==> src/rtl/srio_pkg.sv <==
// SRIO Gen2 shared definitions: NWRITE FTYPE/TTYPE codes, the HELLO
// header layout and a helper that assembles one header beat.
// Shared by the NWRITE packetizer and the upcoming NREAD/response blocks.
package srio_pkg;

  localparam logic [3:0] FTYPE_NWRITE = 4'd5;
  localparam logic [3:0] TTYPE_NWRITE = 4'd4;

  // HELLO header beat, MSB first. Reserved fields must be driven 0.
  typedef struct packed {
    logic [7:0]  tid;
    logic [3:0]  ftype;
    logic [3:0]  ttype;
    logic        rsvd47;
    logic [1:0]  prio;
    logic        crf;
    logic [7:0]  size;   // payload bytes - 1
    logic [1:0]  rsvd35;
    logic [33:0] addr;
  } hello_hdr_t;

  function automatic hello_hdr_t build_hello(input logic [7:0]  tid,
                                             input logic [3:0]  ftype,
                                             input logic [3:0]  ttype,
                                             input logic [1:0]  prio,
                                             input logic        crf,
                                             input logic [7:0]  size,
                                             input logic [33:0] addr);
    hello_hdr_t h;
    h.tid    = tid;
    h.ftype  = ftype;
    h.ttype  = ttype;
    h.rsvd47 = 1'b0;
    h.prio   = prio;
    h.crf    = crf;
    h.size   = size;
    h.rsvd35 = 2'b00;
    h.addr   = addr;
    return h;
  endfunction

endpackage

==> src/rtl/nwrite_packetizer.sv <==
// nwrite_packetizer: requests a buffered burst from input_reader, consumes
// the replayed AXI-stream and cuts it into SRIO NWRITE packets of at most
// MAX_PKT_BEATS payload beats, each led by one HELLO header beat on ireq.
// Ports:
//   clk/reset        log_clk, synchronous active-high reset
//   start_i, len_i, addr_i, dest_id_i, src_id_i   burst request (len in beats)
//   busy_o, done_o, len_err_o                     status
//   fetch_data_out                                one-cycle replay request
//   s_t*                                          payload stream in
//   ireq_t*                                       packets out to the SRIO core
module nwrite_packetizer #(
  parameter int DATA_WIDTH        = 64,
  parameter int DATA_LENGTH_WIDTH = 20,
  parameter int MAX_PKT_BEATS     = 32,
  parameter int ADDR_WIDTH        = 34
) (
  input  logic                         clk,
  input  logic                         reset,
  input  logic                         start_i,
  input  logic [DATA_LENGTH_WIDTH-1:0] len_i,
  input  logic [ADDR_WIDTH-1:0]        addr_i,
  input  logic [15:0]                  dest_id_i,
  input  logic [15:0]                  src_id_i,
  output logic                         busy_o,
  output logic                         done_o,
  output logic                         len_err_o,
  output logic                         fetch_data_out,
  input  logic [DATA_WIDTH-1:0]        s_tdata,
  input  logic                         s_tvalid,
  output logic                         s_tready,
  input  logic [DATA_WIDTH/8-1:0]      s_tkeep,
  input  logic                         s_tlast,
  output logic [DATA_WIDTH-1:0]        ireq_tdata,
  output logic                         ireq_tvalid,
  input  logic                         ireq_tready,
  output logic [DATA_WIDTH/8-1:0]      ireq_tkeep,
  output logic                         ireq_tlast,
  output logic [31:0]                  ireq_tuser
);
  import srio_pkg::*;

  localparam int PKT_W = $clog2(MAX_PKT_BEATS + 1);
  localparam int LW    = DATA_LENGTH_WIDTH;

  typedef enum logic [2:0] {S_IDLE, S_FETCH, S_HDR, S_DATA, S_DONE} state_t;

  state_t            state, state_nxt;
  logic [LW-1:0]     len_rem;
  logic [ADDR_WIDTH-1:0] addr_q;
  logic [31:0]       ids_q;
  logic [7:0]        tid_q;
  logic [PKT_W-1:0]  beat_cnt, pkt_beats;
  hello_hdr_t        hdr_q;
  logic              len_err_q;

  // Payload handshake and packet-boundary bookkeeping
  logic                  hs, pkt_end, hdr_load;
  logic [LW-1:0]         rem_dec, hdr_rem;
  logic [ADDR_WIDTH-1:0] addr_adv, hdr_addr;
  logic [7:0]            hdr_tid;
  logic [PKT_W-1:0]      nxt_beats;
  logic [PKT_W+2:0]      size_full;

  assign hs        = (state == S_DATA) && s_tvalid && ireq_tready;
  assign pkt_end   = (beat_cnt == pkt_beats - PKT_W'(1));
  assign rem_dec   = len_rem - LW'(1);
  assign addr_adv  = addr_q + ADDR_WIDTH'({pkt_beats, 3'b000});

  // The next header is built one cycle ahead so it is ready on HDR entry:
  // from the latched request in FETCH, or from the post-packet values
  // on the closing beat of a non-final packet.
  assign hdr_load  = (state == S_FETCH) || (hs && pkt_end && (rem_dec != '0));
  assign hdr_rem   = (state == S_FETCH) ? len_rem : rem_dec;
  assign hdr_addr  = (state == S_FETCH) ? addr_q  : addr_adv;
  assign hdr_tid   = (state == S_FETCH) ? tid_q   : tid_q + 8'd1;
  assign nxt_beats = (hdr_rem >= LW'(MAX_PKT_BEATS)) ? PKT_W'(MAX_PKT_BEATS)
                                                      : hdr_rem[PKT_W-1:0];
  assign size_full = {nxt_beats, 3'b000} - (PKT_W+3)'(1);

  always_ff @(posedge clk) begin
    if (reset) begin
      state     <= S_IDLE;
      len_rem   <= '0;
      addr_q    <= '0;
      ids_q     <= '0;
      tid_q     <= '0;
      beat_cnt  <= '0;
      pkt_beats <= '0;
      hdr_q     <= '0;
      len_err_q <= 1'b0;
    end else begin
      state <= state_nxt;
      if (state == S_IDLE && start_i && len_i != '0) begin
        len_rem <= len_i;
        addr_q  <= addr_i;
        ids_q   <= {src_id_i, dest_id_i};
      end
      if (hs) begin
        len_rem  <= rem_dec;
        beat_cnt <= pkt_end ? '0 : beat_cnt + PKT_W'(1);
        if (pkt_end) begin
          addr_q <= addr_adv;
          tid_q  <= tid_q + 8'd1;
        end
        // Early tlast, or a missing tlast on the final beat.
        if ((s_tlast && len_rem > LW'(1)) || (!s_tlast && len_rem == LW'(1)))
          len_err_q <= 1'b1;
      end
      if (hdr_load) begin
        pkt_beats <= nxt_beats;
        hdr_q     <= build_hello(hdr_tid, FTYPE_NWRITE, TTYPE_NWRITE, 2'b01,
                                 1'b0, size_full[7:0], hdr_addr[33:0]);
      end
    end
  end

  always_comb begin
    state_nxt = state;
    case (state)
      S_IDLE:  if (start_i) state_nxt = (len_i != '0) ? S_FETCH : S_DONE;
      S_FETCH: state_nxt = S_HDR;
      S_HDR:   if (ireq_tready) state_nxt = S_DATA;
      S_DATA:  if (hs && pkt_end) state_nxt = (rem_dec == '0) ? S_DONE : S_HDR;
      S_DONE:  state_nxt = S_IDLE;
      default: state_nxt = S_IDLE;
    endcase
  end

  always_comb begin
    busy_o         = (state != S_IDLE);
    done_o         = 1'b0;
    fetch_data_out = 1'b0;
    s_tready       = 1'b0;
    ireq_tvalid    = 1'b0;
    ireq_tdata     = '0;
    ireq_tkeep     = '0;
    ireq_tlast     = 1'b0;
    case (state)
      S_FETCH: fetch_data_out = 1'b1;
      S_HDR: begin
        ireq_tvalid = 1'b1;
        ireq_tdata  = hdr_q;
        ireq_tkeep  = '1;
      end
      // Zero-latency pass-through; backpressure goes straight upstream.
      S_DATA: begin
        ireq_tvalid = s_tvalid;
        s_tready    = ireq_tready;
        ireq_tdata  = s_tdata;
        ireq_tkeep  = s_tkeep;
        ireq_tlast  = pkt_end;
      end
      S_DONE:  done_o = 1'b1;
      default: ;
    endcase
  end

  assign ireq_tuser = ids_q;
  assign len_err_o  = len_err_q;

endmodule

==> config.mk <==
export PLATFORM = sky130hd
export DESIGN_NAME = nwrite_packetizer
export DESIGN_NICKNAME = d
export VERILOG_FILES = /design/src/rtl/srio_pkg.sv /design/src/rtl/nwrite_packetizer.sv
export SDC_FILE = /design/constraint.sdc
export NUM_CORES = 1
export LEC_CHECK = 0
export ABC_AREA = 1
export CAP_MARGIN = 20
export CELL_PAD_IN_SITES_DETAIL_PLACEMENT = 1
export CELL_PAD_IN_SITES_GLOBAL_PLACEMENT = 2
export CORE_MARGIN = 2
export CORE_UTILIZATION = 27
export DETAILED_ROUTE_END_ITERATION = 16
export PLACE_DENSITY_LB_ADDON = 0.3
export RECOVER_POWER = 50
export SLEW_MARGIN = 20
export SYNTH_ARGS = -nofsm -noshare
export SYNTH_HDL_FRONTEND = slang
export SYNTH_SLANG_ARGS = --single-unit
==> constraint.sdc <==
create_clock -name clk -period 5.4 [get_ports clk]
set_input_delay 1.08 -clock clk [delete_from_list [all_inputs] [get_ports clk]]
set_output_delay 1.08 -clock clk [all_outputs]
set_load 0.02 [all_outputs]
==> results of run 1 <==
## synth_stat cells, types with 11 or more instances
cell type / instances / area [sq um]
clkbuf_1: 56 / 210
nand4_1: 11 / 68.8
nor3_1: 14 / 70.1
a21oi_1: 73 / 365
xor2_1: 42 / 368
nor2_1: 177 / 664
dfxtp_1: 158 / 3160
a22o_1: 47 / 412
ha_1: 12 / 150
nand3_1: 52 / 260
o21ai_0: 137 / 686
nand2_1: 300 / 1130
inv_1: 91 / 342
a31oi_1: 33 / 206
a311oi_1: 11 / 96.3
## worst max-delay path: stages
cell and delay (ps):
dlygate4sd3_1 570, inv_1 70, nor2_1 50, nand2_1 70, buf_4 220, inv_1 350
nand3_1 230, clkbuf_2 1060, nand2_1 450, or3b_2 570, inv_1 60
## area by class of cell
class | instances | area, sq um
tap | 442 | 553
fill | 4098 | 20000
sequential | 158 | 3160
timing repair buffer | 288 | 2840
inverter | 99 | 375
multi-input combinational | 983 | 5060
clock inverter | 13 | 124
clock buffer | 19 | 443
## final timing paths
path	startpoint	endpoint	slack, ps	cells past startpoint
max reg2reg	state[2]	beat_cnt[2]	1460	11
min reg2reg	ireq_tuser[9]	ireq_tuser[9]	480	2
max	ireq_tready	beat_cnt[2]	980	11
min	ireq_tuser[9]	ireq_tuser[9]	480	2
## cells by family after synthesis
| kind of cell | Yosys count | share of synthesized area [%] |
|---|---|---|
| flip-flops | 158 | 35.4 |
| multiplexers | 1 | 0.112 |
| AO/OA/AOI/OAI | 323 | 21.7 |
| AND/OR/NAND/NOR | 598 | 28.0 |
| XOR/XNOR | 48 | 4.71 |
| adder cells (fa/ha/maj) | 13 | 1.91 |
| buffers and inverters | 179 | 8.17 |
## power by group through the flow
stage                     Clock [uW]  Combinational (uW)  Sequential [uW]
after floorplan                    0                 788             1460
after global placement             0                1310             1470
after detailed placement           0                1340             1470
after CTS                       1240                1350             1450
after global routing            1290                1470             1460
final                           1200                1320             1440
## flip-flops by register name, indices dropped and copies added, names as in the netlist
| signal | cells |
|---|---|
| addr_q | 34 |
| beat_cnt | 6 |
| hdr_q | 48 |
| ireq_tuser | 32 |
| len_err_o | 1 |
| len_rem | 20 |
| pkt_beats | 6 |
| state | 3 |
| tid_q | 8 |
## through the flow
step / util, % / hold WS [ps] / power (uW) / setup slack (ps)
after floorplan: - / 439 / 2250 / 2780
after global placement: 36.9 / 463 / 2780 / 1350
after detailed placement: 36.9 / 472 / 2810 / 1200
after CTS: 38.6 / 491 / 4030 / 1270
after global routing: 38.6 / 508 / 4220 / 667
final: 38.6 / 477 / 3960 / 982
## routing by layer
layer  share of wire (%)  vias to the layer above  GRT usage [%]
li1                    -                     4858              -
met1                  47                     4719           26.1
met2                  47                      209           34.9
met3                 4.2                       25           2.97
met4                 1.2                        0           4.35
met5                   0                        -              0
==> summary.txt, run 1 <==
Status: complete, but fails checks
Failing checks: capacitance limit, slew limit
Setup TNS: 0 ps
Post-DP Area: 0.0120 sq mm
Final setup vio count: 0
Post-route DRC: 0
Total Routed Length: 35000 um
Port bufs: 274
Drt wl/cell: 17.5 um
Peak VDD IR: 0.000228 V
Crit path max fanout: 68
RSZ-0062 raised after global routing: false
Comb power frac: 33.2%
Max_cap viols: 1
Core area: 0.0325 sq mm
Final worst path period need: 4420 ps
Clock power share: 30.3%
Crit end category: register
Num ports: 275
Vias in the first global route: 9947
FFs w/ async S/R, synth: 0%
Psw: 1520 uW
Worst EP arrival: 4790 ps
Row count: 66
Seq pwr share: 36.4%
Global-route wire length before repair: 54200 um
Sequential cell area fraction in the yosys report: 35.4%
F_max: 226 MHz
# clock sinks: 158
Area grow syn2layout: 40.7%
Initial Utilization: 27.4%
Cells after Synth: 1320
Mapped Avg Cell Area: 6.76 sq um
Clock Pin Slew Worst Setup and Hold Paths: 70 ps
PostCTS Resize Cnt: 0
Actual slew at the worst max-slew pin: 1780 ps
Layout cells sized above 1: 5.26%
Syn Nets: 1497
Gr ovfl total: 0
Power density cells: 316 mW/mm^2
Final period util: 81.8%
Commonest non-fill, non-tap cells in the layout: nand2_1 (300), clkdlybuf4s50_1 (227), nor2_1 (177)
Diodes inserted: 0
Gr usage total: 20.0%
DRT Pass-1 Iters: 5
Cell count after placement: 1970
Ys flop type: dfxtp_1
Clock Skews: 11.5 ps
Design area: 0.0126 sq mm
Die ar.: 0.0345 sq mm
Vias/cell: 4.90
Nets: 1724
Worst-Skew Late Latency: 430 ps
Die height: 186 um
Slew headroom: -19.0%
Hold Crit Class: reg2reg
GP Congestion: 0.848
Most common cell after layout, fill and taps aside: nand2_1
Post-synth EDFFs: 0
Startpoint Class: primary input
CTS Buffer Depth: 2
Htree depth: 4
Sw frac: 38.4%
LEAKAGE: 0.00518 uW
Final slew viol count: 78
Vias after detailed routing: 9811
Yosys warns: 0
Number of hold buffers added after cts: 0
Final Hold Fails: 0
Seq cells post-synth: 158
Largest net degree at the start of global routing: 81
Final Non-Filler Cells: 2002
Iter 0 DRT Violations: 518
Cell area after synthesis: 0.00892 sq mm
Die Wd: 186 um
CTS buffer count: 17
Critical path type: in2reg
Initial antenna violation count: 0
CTS tree: yes
Required time of the critical path: 5770 ps
Post-CTS setup buffers: 0
Netlist cell types: 48
HPWL after DPL: 24700 um
Antenna Nets Post-Route: 0
Clk root buf: clkbuf_16
P_int: 2440 uW
Power figures use the tool's default switching activity.
==> run 2, diff against run 1 <==
Settings changed: CORE_UTILIZATION 27 to 25.
Clock period 5.4 ns to 4.2 ns, I/O delays scaled along.
==> summary.txt, run 2 (synthesis results as in run 1) <==
Status: complete, but fails checks
Failing checks: capacitance limit, slew limit
Initial Utilization: 25.2% (-2.2 points)
CTS Buffer Depth: 2 (unchanged)
F_max: 272 MHz
Actual slew at the worst max-slew pin: 1690 ps (-89.8 ps)
Die ar.: 0.0372 sq mm (+7.8%)
Iter 0 DRT Violations: 356 (-31%)
RSZ-0062 raised after global routing: false
PostCTS Resize Cnt: 0 (unchanged)
Required time of the critical path: 3360 ps (-2410 ps)
Hold worst-path end: ireq_tuser[23]
Initial antenna violation count: 0 (unchanged)
GP Congestion: 0.826 (-2.6%)
Die height: 193 um (+3.8%)
R2r setup slk: 760 ps (-700 ps)
Design area: 0.0126 sq mm (+0.29%)
Max_cap viols: 1 (unchanged)
Vias/cell: 4.80 (-2.1%)
Clock Pin Slew Worst Setup and Hold Paths: 60 ps (about the same)
Die Wd: 193 um (+3.8%)
Post-route DRC: 0 (unchanged)
Crit end category: output port
Critical path type: reg2out
Final slew viol count: 78 (unchanged)
Port bufs: 274 (unchanged)
Number of fill cells: 4431 (+8.1%)
Largest net degree at the start of global routing: 78 (-3.7%)
Row count: 69 (+4.5%)
Seq. cell area: 0.00316 sq mm (unchanged)
Final core occ: 35.6% (-3.0 points)
Post-DP Area: 0.0121 sq mm (+0.72%)
Worst-Skew Late Latency: 440 ps (about the same)
Area grow syn2layout: 41.1%
CTS buffer count: 17 (unchanged)
Drt wl/cell: 17.2 um (-1.4%)
Gr usage total: 18.4% (-1.6 points)
Worst reg2reg startpoint: state[1]
Post-CTS setup buffers: 0 (unchanged)
CTS tree: yes
Peak VDD IR: 0.000295 V (+29%)
Number of flip-flops under the largest register name: 48 (unchanged)
Htree depth: 4 (unchanged)
Setup TNS: 0 ps (unchanged)
Startpoint Class: register
Tot Pwr: 4980 uW (+26%)
Final setup vio count: 0 (unchanged)
Most common cell after layout, fill and taps aside: nand2_1
Vias after detailed routing: 9718 (-0.95%)
Final worst path period need: 3680 ps
LEAKAGE: 0.00515 uW (-0.51%)
# clock sinks: 158 (unchanged)
Vias in the first global route: 9729 (-2.2%)
Layout cells sized above 1: 5.24% (-0.017 points)
Final Hold Fails: 0 (unchanged)
Num ports: 275 (unchanged)
Diodes inserted: 0 (unchanged)
Clk root buf: clkbuf_16
Antenna Nets Post-Route: 0 (unchanged)
Commonest non-fill, non-tap cells in the layout: nand2_1 (301), clkdlybuf4s50_1 (237), nor2_1 (177)
Worst hold stages: 2 (unchanged)
Gr ovfl total: 0 (unchanged)
Final period util: 87.7%
DRT Pass-1 Iters: 4 (-1)
Power density cells: 396 mW/mm^2 (+25%)
Global-route wire length before repair: 53500 um (-1.4%)
Slew headroom: -13.0% (+6.0 points)
Clock Skews: 10.1 ps (-1.44 ps)
Register bank with the most flops: hdr_q
R2R Path End: state[1]
Number of hold buffers added after cts: 0 (unchanged)
HPWL after DPL: 25600 um (+3.4%)
Worst EP arrival: 2840 ps (-1950 ps)
Core area: 0.0354 sq mm (+8.8%)
Min-delay src: ireq_tuser[23]
Area of the multi-input gates: 0.00505 sq mm (about the same)
Hold Crit Class: reg2reg
Total Routed Length: 34900 um (-0.18%)
Crit path max fanout: 25 (-63%)
Hold Worst Slack: 481 ps (+4.64 ps)
Register-to-Register Path Depth: 14 (+3)
Nets: 1729 (+0.29%)
run 2: changes by cell type in the layout (fill, tap and decap cells not counted), moves of 2 or more:
| cell | delta |
|---|---|
| buf_12 | +2 |
| buf_4 | +3 |
| clkbuf_1 | +3 |
| clkdlybuf4s50_1 | +10 |
| clkinv_2 | +6 |
| dlygate4sd3_1 | -10 |
| inv_6 | -5 |
| inv_8 | -2 |
run 2: routing by layer:
layer | global-route usage (%) | share of wire, %
met5 | 0 | 0
met3 | 3.49 | 4.3
met1 | 24.6 | 48
met4 | 3.67 | 0.86
met2 | 31.0 | 47
run 2: critical path, cell delays in order (launching register included):
cell             delay (ps)
dfxtp_1                 430
nand2_1                 140
nor2_4                  610
inv_1                   380
nor2_1                  210
clkdlybuf4s50_1         630
run 2: stage by stage:
step	cells	setup WS [ps]
floorplan	1320	1820
global placement	1994	931
detailed placement	1994	872
CTS	2026	547
global route	2026	309
finish	2026	518
run 2: power breakdown:
group | leakage [uW] | total [uW] | internal (uW) | switching [uW]
clock | 0.000252 | 1430 | 766 | 668
combinational | 0.00360 | 1690 | 655 | 1040
sequential | 0.00130 | 1850 | 1690 | 166
total | 0.00515 | 4980 | 3110 | 1870
run 2: how the worst max path moves through the flow:
stage / depth (start not counted) / startpoint / endpoint / slack [ps]
finish: 5 / state[1] / s_tready / 520
global route: 5 / state[1] / s_tready / 310
CTS: 5 / state[1] / ireq_tdata[30] / 550
detailed placement: 10 / len_i[16] / addr_q[5] / 870
global placement: 8 / len_i[16] / addr_q[32] / 930
floorplan: 9 / pkt_beats[0] / ireq_tlast / 1820
run 2: final cells by class:
cell class / count / share of cell area (%)
multi-input cells: 983 / 40.1
flip-flops and latches: 158 / 25.1
repair buffers: 293 / 23.0
well taps: 461 / 4.58
clock buffers: 21 / 3.58
inverters: 99 / 2.98
clock inverters: 11 / 0.557
